`src/rtl/gpu_cmd_pkg.sv`:
```
// Shared types and constants for the gpu APB command master.
// Command words carry an opcode plus x/y coordinates for the drawing engine.
package gpu_cmd_pkg;

    localparam logic [3:0] CMD_SET_XY1   = 4'b0001;
    localparam logic [3:0] CMD_SET_XY2   = 4'b0010;
    localparam logic [3:0] CMD_DRAW_LINE = 4'b0100;

    localparam int OP_MSB = 31;
    localparam int OP_LSB = 28;
    localparam int Y_MSB  = 18;
    localparam int Y_LSB  = 10;
    localparam int X_MSB  = 9;
    localparam int X_LSB  = 0;

    typedef enum logic [1:0] {
        IDLE,
        SETUP,
        ACCESS
    } apb_state_t;

    typedef struct packed {
        logic [31:0] addr;
        logic [31:0] data;
    } cmd_entry_t;

    function automatic logic [3:0] cmd_opcode(input logic [31:0] word);
        return word[OP_MSB:OP_LSB];
    endfunction

endpackage

```
`src/rtl/gpu_apb_cmd_master_if.sv`:
```
// Command handshake plus APB write bus of the gpu command master.
// The master modport is the DUT view; slave is the upstream/APB environment.
interface gpu_apb_cmd_master_if;

    logic        cmd_valid_i;
    logic [31:0] cmd_addr_i;
    logic [31:0] cmd_data_i;
    logic        cmd_ready_o;
    logic        stall_i;
    logic        pReady_i;
    logic [31:0] pAddr_o;
    logic [31:0] pDataWrite_o;
    logic        pSel_o;
    logic        pEnable_o;
    logic        pWrite_o;
    logic        done_o;
    logic        err_o;
    logic        err_clr_i;
    logic        busy_o;

    modport master (
        input  cmd_valid_i, cmd_addr_i, cmd_data_i, stall_i, pReady_i, err_clr_i,
        output cmd_ready_o, pAddr_o, pDataWrite_o, pSel_o, pEnable_o, pWrite_o,
               done_o, err_o, busy_o
    );

    modport slave (
        output cmd_valid_i, cmd_addr_i, cmd_data_i, stall_i, pReady_i, err_clr_i,
        input  cmd_ready_o, pAddr_o, pDataWrite_o, pSel_o, pEnable_o, pWrite_o,
               done_o, err_o, busy_o
    );

endinterface

```
`src/rtl/gpu_apb_cmd_master_fifo.sv`:
```
// Command FIFO holding address+data pairs; pointers carry an extra wrap bit.
// head_next exposes the entry behind the head so back-to-back transfers can load it.
module cmd_fifo
    import gpu_cmd_pkg::*;
#(
    parameter int DEPTH = 4
) (
    input  logic                       clk,
    input  logic                       n_rst,
    input  logic                       push,
    input  cmd_entry_t                 push_entry,
    input  logic                       pop,
    output cmd_entry_t                 head,
    output cmd_entry_t                 head_next,
    output logic [$clog2(DEPTH):0]     count,
    output logic                       full,
    output logic                       empty
);

    localparam int AW = $clog2(DEPTH);

    cmd_entry_t      mem [DEPTH];
    logic [AW:0]     wr_ptr;
    logic [AW:0]     rd_ptr;
    logic [AW-1:0]   rd_next_idx;
    logic            do_push;
    logic            do_pop;

    assign full        = (wr_ptr[AW] != rd_ptr[AW]) && (wr_ptr[AW-1:0] == rd_ptr[AW-1:0]);
    assign empty       = (wr_ptr == rd_ptr);
    assign count       = wr_ptr - rd_ptr;
    assign do_push     = push && !full;
    assign do_pop      = pop && !empty;
    assign rd_next_idx = rd_ptr[AW-1:0] + 1'b1;
    assign head        = mem[rd_ptr[AW-1:0]];
    assign head_next   = mem[rd_next_idx];

    always_ff @(posedge clk or negedge n_rst) begin
        if (!n_rst) begin
            wr_ptr <= '0;
            rd_ptr <= '0;
        end else begin
            if (do_push) wr_ptr <= wr_ptr + 1'b1;
            if (do_pop)  rd_ptr <= rd_ptr + 1'b1;
        end
    end

    always_ff @(posedge clk) begin
        if (do_push) mem[wr_ptr[AW-1:0]] <= push_entry;
    end

endmodule

```
`src/rtl/gpu_apb_cmd_master.sv`:
```
// APB write initiator draining queued gpu commands, with wait-state timeout and stall.
module gpu_apb_cmd_master #(
    parameter int FIFO_DEPTH = 4,
    parameter int TIMEOUT    = 16
) (
    input  logic                 clk,
    input  logic                 n_rst,
    gpu_apb_cmd_master_if.master bus
);

    import gpu_cmd_pkg::*;

    localparam int CW = $clog2(TIMEOUT + 1);
    localparam int PW = $clog2(FIFO_DEPTH) + 1;
    localparam logic [CW-1:0] WAIT_LIMIT = CW'(TIMEOUT - 1);

    apb_state_t    state;
    apb_state_t    state_next;
    cmd_entry_t    push_entry;
    cmd_entry_t    head;
    cmd_entry_t    head_next;
    logic [PW-1:0] count;
    logic          full;
    logic          empty;
    logic          more_queued;
    logic          xfer_ok;
    logic          timeout_hit;
    logic [CW-1:0] wait_cnt;
    logic [31:0]   addr_q;
    logic [31:0]   data_q;
    logic          done_q;
    logic          err_q;
    logic          sel;
    logic          enable;

    assign push_entry  = '{addr: bus.cmd_addr_i, data: bus.cmd_data_i};
    assign more_queued = (count > PW'(1));
    assign xfer_ok     = (state == ACCESS) && bus.pReady_i;
    assign timeout_hit = (state == ACCESS) && !bus.pReady_i && (wait_cnt >= WAIT_LIMIT);

    cmd_fifo #(.DEPTH(FIFO_DEPTH)) u_fifo (
        .clk        (clk),
        .n_rst      (n_rst),
        .push       (bus.cmd_valid_i),
        .push_entry (push_entry),
        .pop        (xfer_ok || timeout_hit),
        .head       (head),
        .head_next  (head_next),
        .count      (count),
        .full       (full),
        .empty      (empty)
    );

    always_ff @(posedge clk or negedge n_rst) begin
        if (!n_rst) state <= IDLE;
        else        state <= state_next;
    end

    always_comb begin
        state_next = state;
        case (state)
            IDLE:    if (!empty && !bus.stall_i) state_next = SETUP;
            SETUP:   state_next = ACCESS;
            ACCESS: begin
                if (xfer_ok)          state_next = (more_queued && !bus.stall_i) ? SETUP : IDLE;
                else if (timeout_hit) state_next = IDLE;
            end
            default: state_next = IDLE;
        endcase
    end

    always_comb begin
        sel    = (state != IDLE);
        enable = (state == ACCESS);
    end

    // Back-to-back SETUP takes the entry behind the one being popped this edge.
    always_ff @(posedge clk or negedge n_rst) begin
        if (!n_rst) begin
            addr_q <= '0;
            data_q <= '0;
        end else if (state == IDLE && state_next == SETUP) begin
            addr_q <= head.addr;
            data_q <= head.data;
        end else if (state == ACCESS && state_next == SETUP) begin
            addr_q <= head_next.addr;
            data_q <= head_next.data;
        end
    end

    always_ff @(posedge clk or negedge n_rst) begin
        if (!n_rst) begin
            wait_cnt <= '0;
            done_q   <= 1'b0;
            err_q    <= 1'b0;
        end else begin
            done_q <= xfer_ok;
            if (state == ACCESS && !bus.pReady_i && !timeout_hit) begin
                if (wait_cnt != '1) wait_cnt <= wait_cnt + 1'b1;
            end else begin
                wait_cnt <= '0;
            end
            if (timeout_hit)        err_q <= 1'b1;
            else if (bus.err_clr_i) err_q <= 1'b0;
        end
    end

    assign bus.cmd_ready_o  = !full;
    assign bus.pAddr_o      = addr_q;
    assign bus.pDataWrite_o = data_q;
    assign bus.pSel_o       = sel;
    assign bus.pEnable_o    = enable;
    assign bus.pWrite_o     = sel;
    assign bus.done_o       = done_q;
    assign bus.err_o        = err_q;
    assign bus.busy_o       = !empty || (state != IDLE);

endmodule

```
`src/flat_wrapper.sv`:
```
// flat-port wrapper written by rule: the top's interface ports become plain ports
module gpu_apb_cmd_master_flat import gpu_cmd_pkg::*;
#(
    parameter int FIFO_DEPTH = 4,
    parameter int TIMEOUT    = 16
)
  (clk, n_rst, bus_cmd_valid_i, bus_cmd_addr_i, bus_cmd_data_i, bus_stall_i, bus_pReady_i, bus_err_clr_i, bus_cmd_ready_o, bus_pAddr_o, bus_pDataWrite_o, bus_pSel_o, bus_pEnable_o, bus_pWrite_o, bus_done_o, bus_err_o, bus_busy_o);
  gpu_apb_cmd_master_if bus_i ();
  input  logic clk;
  input  logic n_rst;
  input wire logic [$bits(bus_i.cmd_valid_i)-1:0] bus_cmd_valid_i;
  input wire logic [$bits(bus_i.cmd_addr_i)-1:0] bus_cmd_addr_i;
  input wire logic [$bits(bus_i.cmd_data_i)-1:0] bus_cmd_data_i;
  input wire logic [$bits(bus_i.stall_i)-1:0] bus_stall_i;
  input wire logic [$bits(bus_i.pReady_i)-1:0] bus_pReady_i;
  input wire logic [$bits(bus_i.err_clr_i)-1:0] bus_err_clr_i;
  output wire logic [$bits(bus_i.cmd_ready_o)-1:0] bus_cmd_ready_o;
  output wire logic [$bits(bus_i.pAddr_o)-1:0] bus_pAddr_o;
  output wire logic [$bits(bus_i.pDataWrite_o)-1:0] bus_pDataWrite_o;
  output wire logic [$bits(bus_i.pSel_o)-1:0] bus_pSel_o;
  output wire logic [$bits(bus_i.pEnable_o)-1:0] bus_pEnable_o;
  output wire logic [$bits(bus_i.pWrite_o)-1:0] bus_pWrite_o;
  output wire logic [$bits(bus_i.done_o)-1:0] bus_done_o;
  output wire logic [$bits(bus_i.err_o)-1:0] bus_err_o;
  output wire logic [$bits(bus_i.busy_o)-1:0] bus_busy_o;
  assign bus_i.cmd_valid_i = bus_cmd_valid_i;
  assign bus_i.cmd_addr_i = bus_cmd_addr_i;
  assign bus_i.cmd_data_i = bus_cmd_data_i;
  assign bus_i.stall_i = bus_stall_i;
  assign bus_i.pReady_i = bus_pReady_i;
  assign bus_i.err_clr_i = bus_err_clr_i;
  assign bus_cmd_ready_o = bus_i.cmd_ready_o;
  assign bus_pAddr_o = bus_i.pAddr_o;
  assign bus_pDataWrite_o = bus_i.pDataWrite_o;
  assign bus_pSel_o = bus_i.pSel_o;
  assign bus_pEnable_o = bus_i.pEnable_o;
  assign bus_pWrite_o = bus_i.pWrite_o;
  assign bus_done_o = bus_i.done_o;
  assign bus_err_o = bus_i.err_o;
  assign bus_busy_o = bus_i.busy_o;
  gpu_apb_cmd_master #(.FIFO_DEPTH(FIFO_DEPTH), .TIMEOUT(TIMEOUT)) u_core (.clk(clk), .n_rst(n_rst), .bus(bus_i));
endmodule
```
`config.mk`:
```
export PLATFORM = sky130hd
export DESIGN_NAME = gpu_apb_cmd_master_flat
export DESIGN_NICKNAME = d
export VERILOG_FILES = /design/src/rtl/gpu_cmd_pkg.sv /design/src/rtl/gpu_apb_cmd_master_if.sv /design/src/rtl/gpu_apb_cmd_master_fifo.sv /design/src/rtl/gpu_apb_cmd_master.sv /design/src/flat_wrapper.sv
export SDC_FILE = /design/constraint.sdc
export NUM_CORES = 1
export LEC_CHECK = 0
export BUFFER_PORTS_ARGS = -buffer_cell sky130_fd_sc_hd__clkbuf_2
export CORE_MARGIN = 4
export CORE_UTILIZATION = 50
export CTS_CLUSTER_DIAMETER = 120
export DETAILED_ROUTE_END_ITERATION = 7
export PLACE_DENSITY = 0.69
export SETUP_SLACK_MARGIN = 0.05
export SYNTH_ARGS = -nofsm -noshare
export SYNTH_HDL_FRONTEND = slang
export SYNTH_HIERARCHICAL = 1
export SYNTH_SLANG_ARGS = --single-unit
```
`constraint.sdc`:
```
create_clock -name clk -period 6.1 [get_ports clk]
set_input_delay 0.305 -clock clk [delete_from_list [all_inputs] [get_ports clk]]
set_output_delay 0.305 -clock clk [all_outputs]
set_load 0.05 [all_outputs]
```
==> results of run 1 <==
## timing repair
item,CTS,global route
hold buffers,10,0
endpoints found under the hold margin,66,0
setup endpoints to repair,0,0
## cells in the final DEF (no fill, tap or decap), types with 10 or more instances in the layout
cell type        n
edfxtp_1       256
clkbuf_2       139
mux4_2         128
mux2_2         105
dfrtp_1         77
clkbuf_16       37
mux2_1          25
inv_1           12
dlygate4sd3_1   10
## metal layers
| metal | track usage | vias up | share of wire |
|---|---|---|---|
| met5 | 0 | - | 0.00043 |
| li1 | - | 3246 | - |
| met2 | 0.335 | 213 | 0.53 |
| met3 | 0.0347 | 45 | 0.051 |
| met1 | 0.241 | 3984 | 0.40 |
| met4 | 0.0475 | 2 | 0.018 |
## state kept, by name, indices dropped and copies added, names as in the netlist
| signal | cells |
|---|---|
| u_core/u_fifo/mem | 256 |
| u_core/bus.pDataWrite_o | 32 |
| u_core/state | 2 |
| u_core/bus.pAddr_o | 32 |
| u_core/bus.done_o | 1 |
| u_core/u_fifo/rd_ptr | 3 |
| u_core/u_fifo/wr_ptr | 3 |
| u_core/bus.err_o | 1 |
| u_core/wait_cnt | 5 |
## worst max-delay path: cells and delay by family, from the launching register on
kind,cells,cell delay (ns)
flops,1,1.17
fa+ha+maj,1,0.43
buf+inv,1,0.84
simple gates,3,0.60
compound gates,1,0.23
mux,1,0.42
## report_power, final
group,internal [µW],switching (µW)
registers,3180,487
clock network,1170,824
logic,2030,2350
## worst paths after layout
path / to / startpoint / depth (start not counted) / slack [ns]
max: u_core/bus.pDataWrite_o[22]$_DFFE_PN0P_ / u_core/u_fifo/rd_ptr[0]$_DFFE_PN0P_ / 7 / 2.22
min in group asynchronous: u_core/bus.pDataWrite_o[20]$_DFFE_PN0P_ / n_rst / 2 / 0.36
min reg2reg: u_core/bus.err_o$_DFFE_PN0P_ / u_core/bus.err_o$_DFFE_PN0P_ / 1 / 0.50
min: u_core/u_fifo/mem[2][56]$_DFFE_PP_ / bus_cmd_addr_i[24] / 1 / 0.02
max reg2reg: u_core/bus.pDataWrite_o[22]$_DFFE_PN0P_ / u_core/u_fifo/rd_ptr[0]$_DFFE_PN0P_ / 7 / 2.22
max in group asynchronous: u_core/u_fifo/rd_ptr[1]$_DFFE_PN0P_ / n_rst / 3 / 4.55
## final cells by class
cell class | count | area (µm²)
well taps | 384 | 480
inverters | 12 | 45.0
fillers | 2163 | 12000
repair buffers | 155 | 841
multi-input cells | 319 | 4860
clock buffers | 46 | 980
diodes | 1 | 2.50
clock inverters | 18 | 109
flip-flops and latches | 335 | 9670
## metrics by stage
stage	instance area [µm²]	total power [µW]	instances	util
6_report	17000	10000	1270	0.586
5_1_grt	17000	10600	1270	0.586
4_1_cts	17000	10200	1269	0.586
3_5_place_dp	15800	8170	1195	0.545
3_3_place_gp	15800	8010	1195	0.545
2_1_floorplan	14900	7210	708	-
==> metrics.md, run 1 <==
| Metric | Value |
|---|---|
| Run status | finished clean |
| Pins over their slew limit | 0 |
| Final worst setup slack | 2.22 ns |
| Worst-Skew Late Latency | 0.51 ns |
| Average size of a mapped cell | 21.0 µm² |
| Crit Path Max Fanout | 66 |
| Root Buffer | clkbuf_16 |
| Critical path startpoint category | flop |
| Final Hold Fails | 0 |
| Pwr per Cell Area | 591 nW/µm² |
| Final Cycle Share | 0.636 |
| PostCTS Resize Cnt | 0 |
| Worst clock skew | 0.0224 ns |
| Vias per std cell | 5.90 |
| Area grow syn2layout | 14.1% |
| Dpl hpwl | 17.1 mm |
| Initial antenna violation count | 2 |
| Final #Nets | 940 |
| Largest stage delay, worst path | 1.17 ns |
| Final GP Congestion | 0.720 |
| RSZ-0062 raised after global routing | no |
| Drt drc | 0 |
| Mapped Cells | 708 |
| Initial Utilization | 0.513 |
| Tmin final | 3.88 ns |
| Lkg Pwr | 0.00604 µW |
| Post-route ant nets | 0 |
| I/O pin cnt | 141 |
| Die area | 32600 µm² |
| TritonCTS buffer count | 36 |
| Critical path, cell by cell | ha_1 > nand2_1 > nor2_1 > or2_2 > a211oi_4 > buf_4 > mux2_2 |
| Core ar. | 29000 µm² |
| Max Cap Viol | 0 |
| CTS Buffer Depth | 3 |
| Clock sinks | 335 |
| IO Port Bufs | 140 |
| Tot GR Track Use | 0.188 |
| Synthesized area | 14900 µm² |
| Total grt overflow | 0 |
| Htree depth | 2 |
| WHS | 0.0174 ns |
| Layout cells sized above 1 | 0.497 |
| Vias in the first global route | 8492 |
| Fmax | 0.258 GHz |
| Synth Warn # | 6 |
| Post-Route WL | 30.3 mm |
| Global-route wire length before repair | 48.1 mm |
| Crit. End Element | flop |
| HP Class | in -> reg |
| Avg WL per Cell | 23.8 µm |
| Chip width | 181 µm |
| Least-Margin Pin Slew | 1.14 ns |
| Final setup viols | 0 |
| Max rail drop VDD | 0.409 mV |
| Data required, critical path | 6.47 ns |
| Setup WS pre-CTS | 2.15 ns |
| Setup_tns | 0 ns |
| DR pass1 iterations | 4 |
| TritonCTS clock tree | done |
| CTS clk-pin slew, worst paths | 0.06 ns |
| Crit path DAT | 4.25 ns |
| Setup CP Type | reg -> reg |
| Worst slew margin | 0.241 |
| Vias post-DR | 7490 |
| Worst path slowest cell | dfrtp_4 |
| Die height | 181 µm |
| Largest net degree at the start of global routing | 67 |
| Starting DRT DRC Count | 492 |
| Post-CTS setup buffer count | 0 |
| Row cnt | 62 |
| Syn Nets | 789 |
Power figures use the tool's default switching activity.
==> run 2, diff against run 1 <==
Settings changed: ABC_AREA set to 1, PLACE_DENSITY 0.69 to 0.71.
Clock period 6.1 ns to 3.1 ns, I/O delays scaled along.
==> metrics.md, run 2 <==
| Metric | Value |
|---|---|
| Run status | finished clean |
| Area grow syn2layout | 17.7% |
| Worst clock skew | 0.0103 ns |
| DR pass1 iterations | 6 |
| Pins over their slew limit | 0 |
| I/O pin cnt | 141 |
| CTS Buffer Depth | 3 |
| Synth Warn # | 6 |
| Largest register FFs | 256 |
| Largest net degree at the start of global routing | 121 |
| Grt met3 use | 0.0352 |
| Critical path depth | 11 |
| Global-route wire length before repair | 64.6 mm |
| Final GP Congestion | 0.789 |
| Critical path startpoint category | flop |
| Clock sinks | 335 |
| Average size of a mapped cell | 9.52 µm² |
| WHS | 0.159 ns |
| Least-Margin Pin Slew | 1.16 ns |
| RSZ-0062 raised after global routing | no |
| Die height | 186 µm |
| Cell family with most CP delay | simple AND/OR/NAND/NOR gates |
| Met2 usage | 0.402 |
| Final Hold Fails | 0 |
| Final setup viols | 0 |
| Critical path, cell by cell | ha_1 > fa_1 > xor2_1 > inv_1 > nand2_1 > nand3_2 > nand2_2 > nand2_2 > buf_4 > nand2_1 > nand2_1 |
| Crit Path Max Fanout | 33 |
| Most common cell after layout, fill and taps aside | nand2_1 |
| CTS clk-pin slew, worst paths | 0.06 ns |
| Fin cells | 2244 |
| Post-route ant nets | 0 |
| Syn Nets | 1749 |
| Worst-Skew Late Latency | 0.52 ns |
| Max Cap Viol | 0 |
| Crit. End Element | flop |
| Htree depth | 2 |
| Core ar. | 31000 µm² |
| Tmin final | 2.55 ns |
| Busiest grt layer | met2 |
| R2R depth | 11 |
| IO Port Bufs | 140 |
| Met1 Resource Use GR | 0.296 |
| Vias in the first global route | 12800 |
| CP bufs+invs | 2 |
| Commonest cells after routing, fill and taps aside | nand2_1, edfxtp_1, a21oi_1 |
| Row cnt | 64 |
| Post-Route WL | 41.4 mm |
| Final #Nets | 1899 |
| Mapped Cells | 1668 |
| Root Buffer | clkbuf_16 |
| Vias post-DR | 13000 |
| Total grt overflow | 0 |
| Multi-input logic area | 5420 µm² |
| # fillers | 2533 |
| Avg WL per Cell | 18.5 µm |
| HP Class | in -> async |
| Initial antenna violation count | 1 |
| FF+latch area | 9670 µm² |
| Synthesized area | 15900 µm² |
| Most frequent CP cell | nand2_1 |
| Crit path DAT | 3.01 ns |
| Starting DRT DRC Count | 1163 |
| Final Cycle Share | 0.823 |
| Layout cells sized above 1 | 0.135 |
| Tot GR Track Use | 0.233 |
| Initial Utilization | 0.512 |
| Max rail drop VDD | 1.05 mV |
| Data required, critical path | 3.56 ns |
| Pwr per Cell Area | 1190 nW/µm² |
| Die area | 34700 µm² |
| Dpl hpwl | 23.2 mm |
| TritonCTS clock tree | done |
| Largest stage delay, worst path | 0.53 ns |
| Lkg Pwr | 0.00776 µW |
| Fmax | 0.392 GHz |
| Vias per std cell | 5.81 |
| TritonCTS buffer count | 37 |
| Worst slew margin | 0.225 |
| Worst path slowest cell | dfrtp_4 |
| Placed cells | 2107 |
| Drt drc | 0 |
| Chip width | 186 µm |
| Setup CP Type | reg -> reg |
## run 2: worst register-to-register path, delay by kind of cell, from the launching register on
| family | cells | cell delay (ns) |
|---|---|---|
| xor+xnor | 1 | 0.17 |
| fa+ha+maj | 2 | 0.61 |
| flops | 1 | 0.53 |
| buf+inv | 2 | 0.50 |
| simple gates | 6 | 0.68 |
## run 2: stage by stage
step | util | TNS (ns) | power, µW | setup slack [ns] | area [µm²]
after CTS | 0.603 | 0 | 22200 | 0.584 | 18700
after detailed placement | 0.542 | 0 | 17800 | 0.587 | 16800
after global placement | 0.542 | 0 | 17500 | 0.690 | 16800
final | 0.603 | 0 | 22300 | 0.550 | 18700
after global routing | 0.603 | 0 | 23800 | 0.399 | 18700
after floorplan | - | -101.02 | 15100 | -0.526 | 15900
## run 2: path summary, 6_finish.rpt
kind                                                           end                                start  slack (ns)
min in group clk           u_core/bus.pDataWrite_o[13]$_DFFE_PN0P_                          bus_stall_i        0.32
max in group asynchronous        u_core/bus.pAddr_o[3]$_DFFE_PN0P_                                n_rst        2.19
min reg2reg                     u_core/bus.pAddr_o[27]$_DFFE_PN0P_   u_core/bus.pAddr_o[27]$_DFFE_PN0P_        0.48
min                             u_core/bus.pAddr_o[29]$_DFFE_PN0P_                                n_rst        0.16
max reg2reg                      u_core/bus.pAddr_o[5]$_DFFE_PN0P_  u_core/u_fifo/rd_ptr[0]$_DFFE_PN0P_        0.55
max                              u_core/bus.pAddr_o[5]$_DFFE_PN0P_  u_core/u_fifo/rd_ptr[0]$_DFFE_PN0P_        0.55
## run 2: report_power, final
group / switching [µW] / leakage (µW) / internal, µW
Sequential: 590 / 0.00334 / 6160
Combinational: 8050 / 0.00383 / 3210
Clock: 1700 / 0.000598 / 2550
Total: 10300 / 0.00776 / 11900
## run 2: timing repair
action                    4_1_cts  5_1_grt
hold endpoints to repair      294        0
resized for setup               0        0
hold buffers                   68        0
buffers inserted                0        0
## run 2: routing by layer
metal	wire, µm	share of wire
met1	16300	0.39
met2	20300	0.49
met3	3610	0.087
met4	1200	0.029
met5	0	0
## run 2: layout make-up
type	instances	share of cell area
sequential	335	0.517
multi-input combinational	1170	0.290
timing repair buffer	244	0.0952
clock buffer	53	0.0606
tap	396	0.0265
inverter	30	0.00649
clock inverter	15	0.00402
antenna	1	0.000134
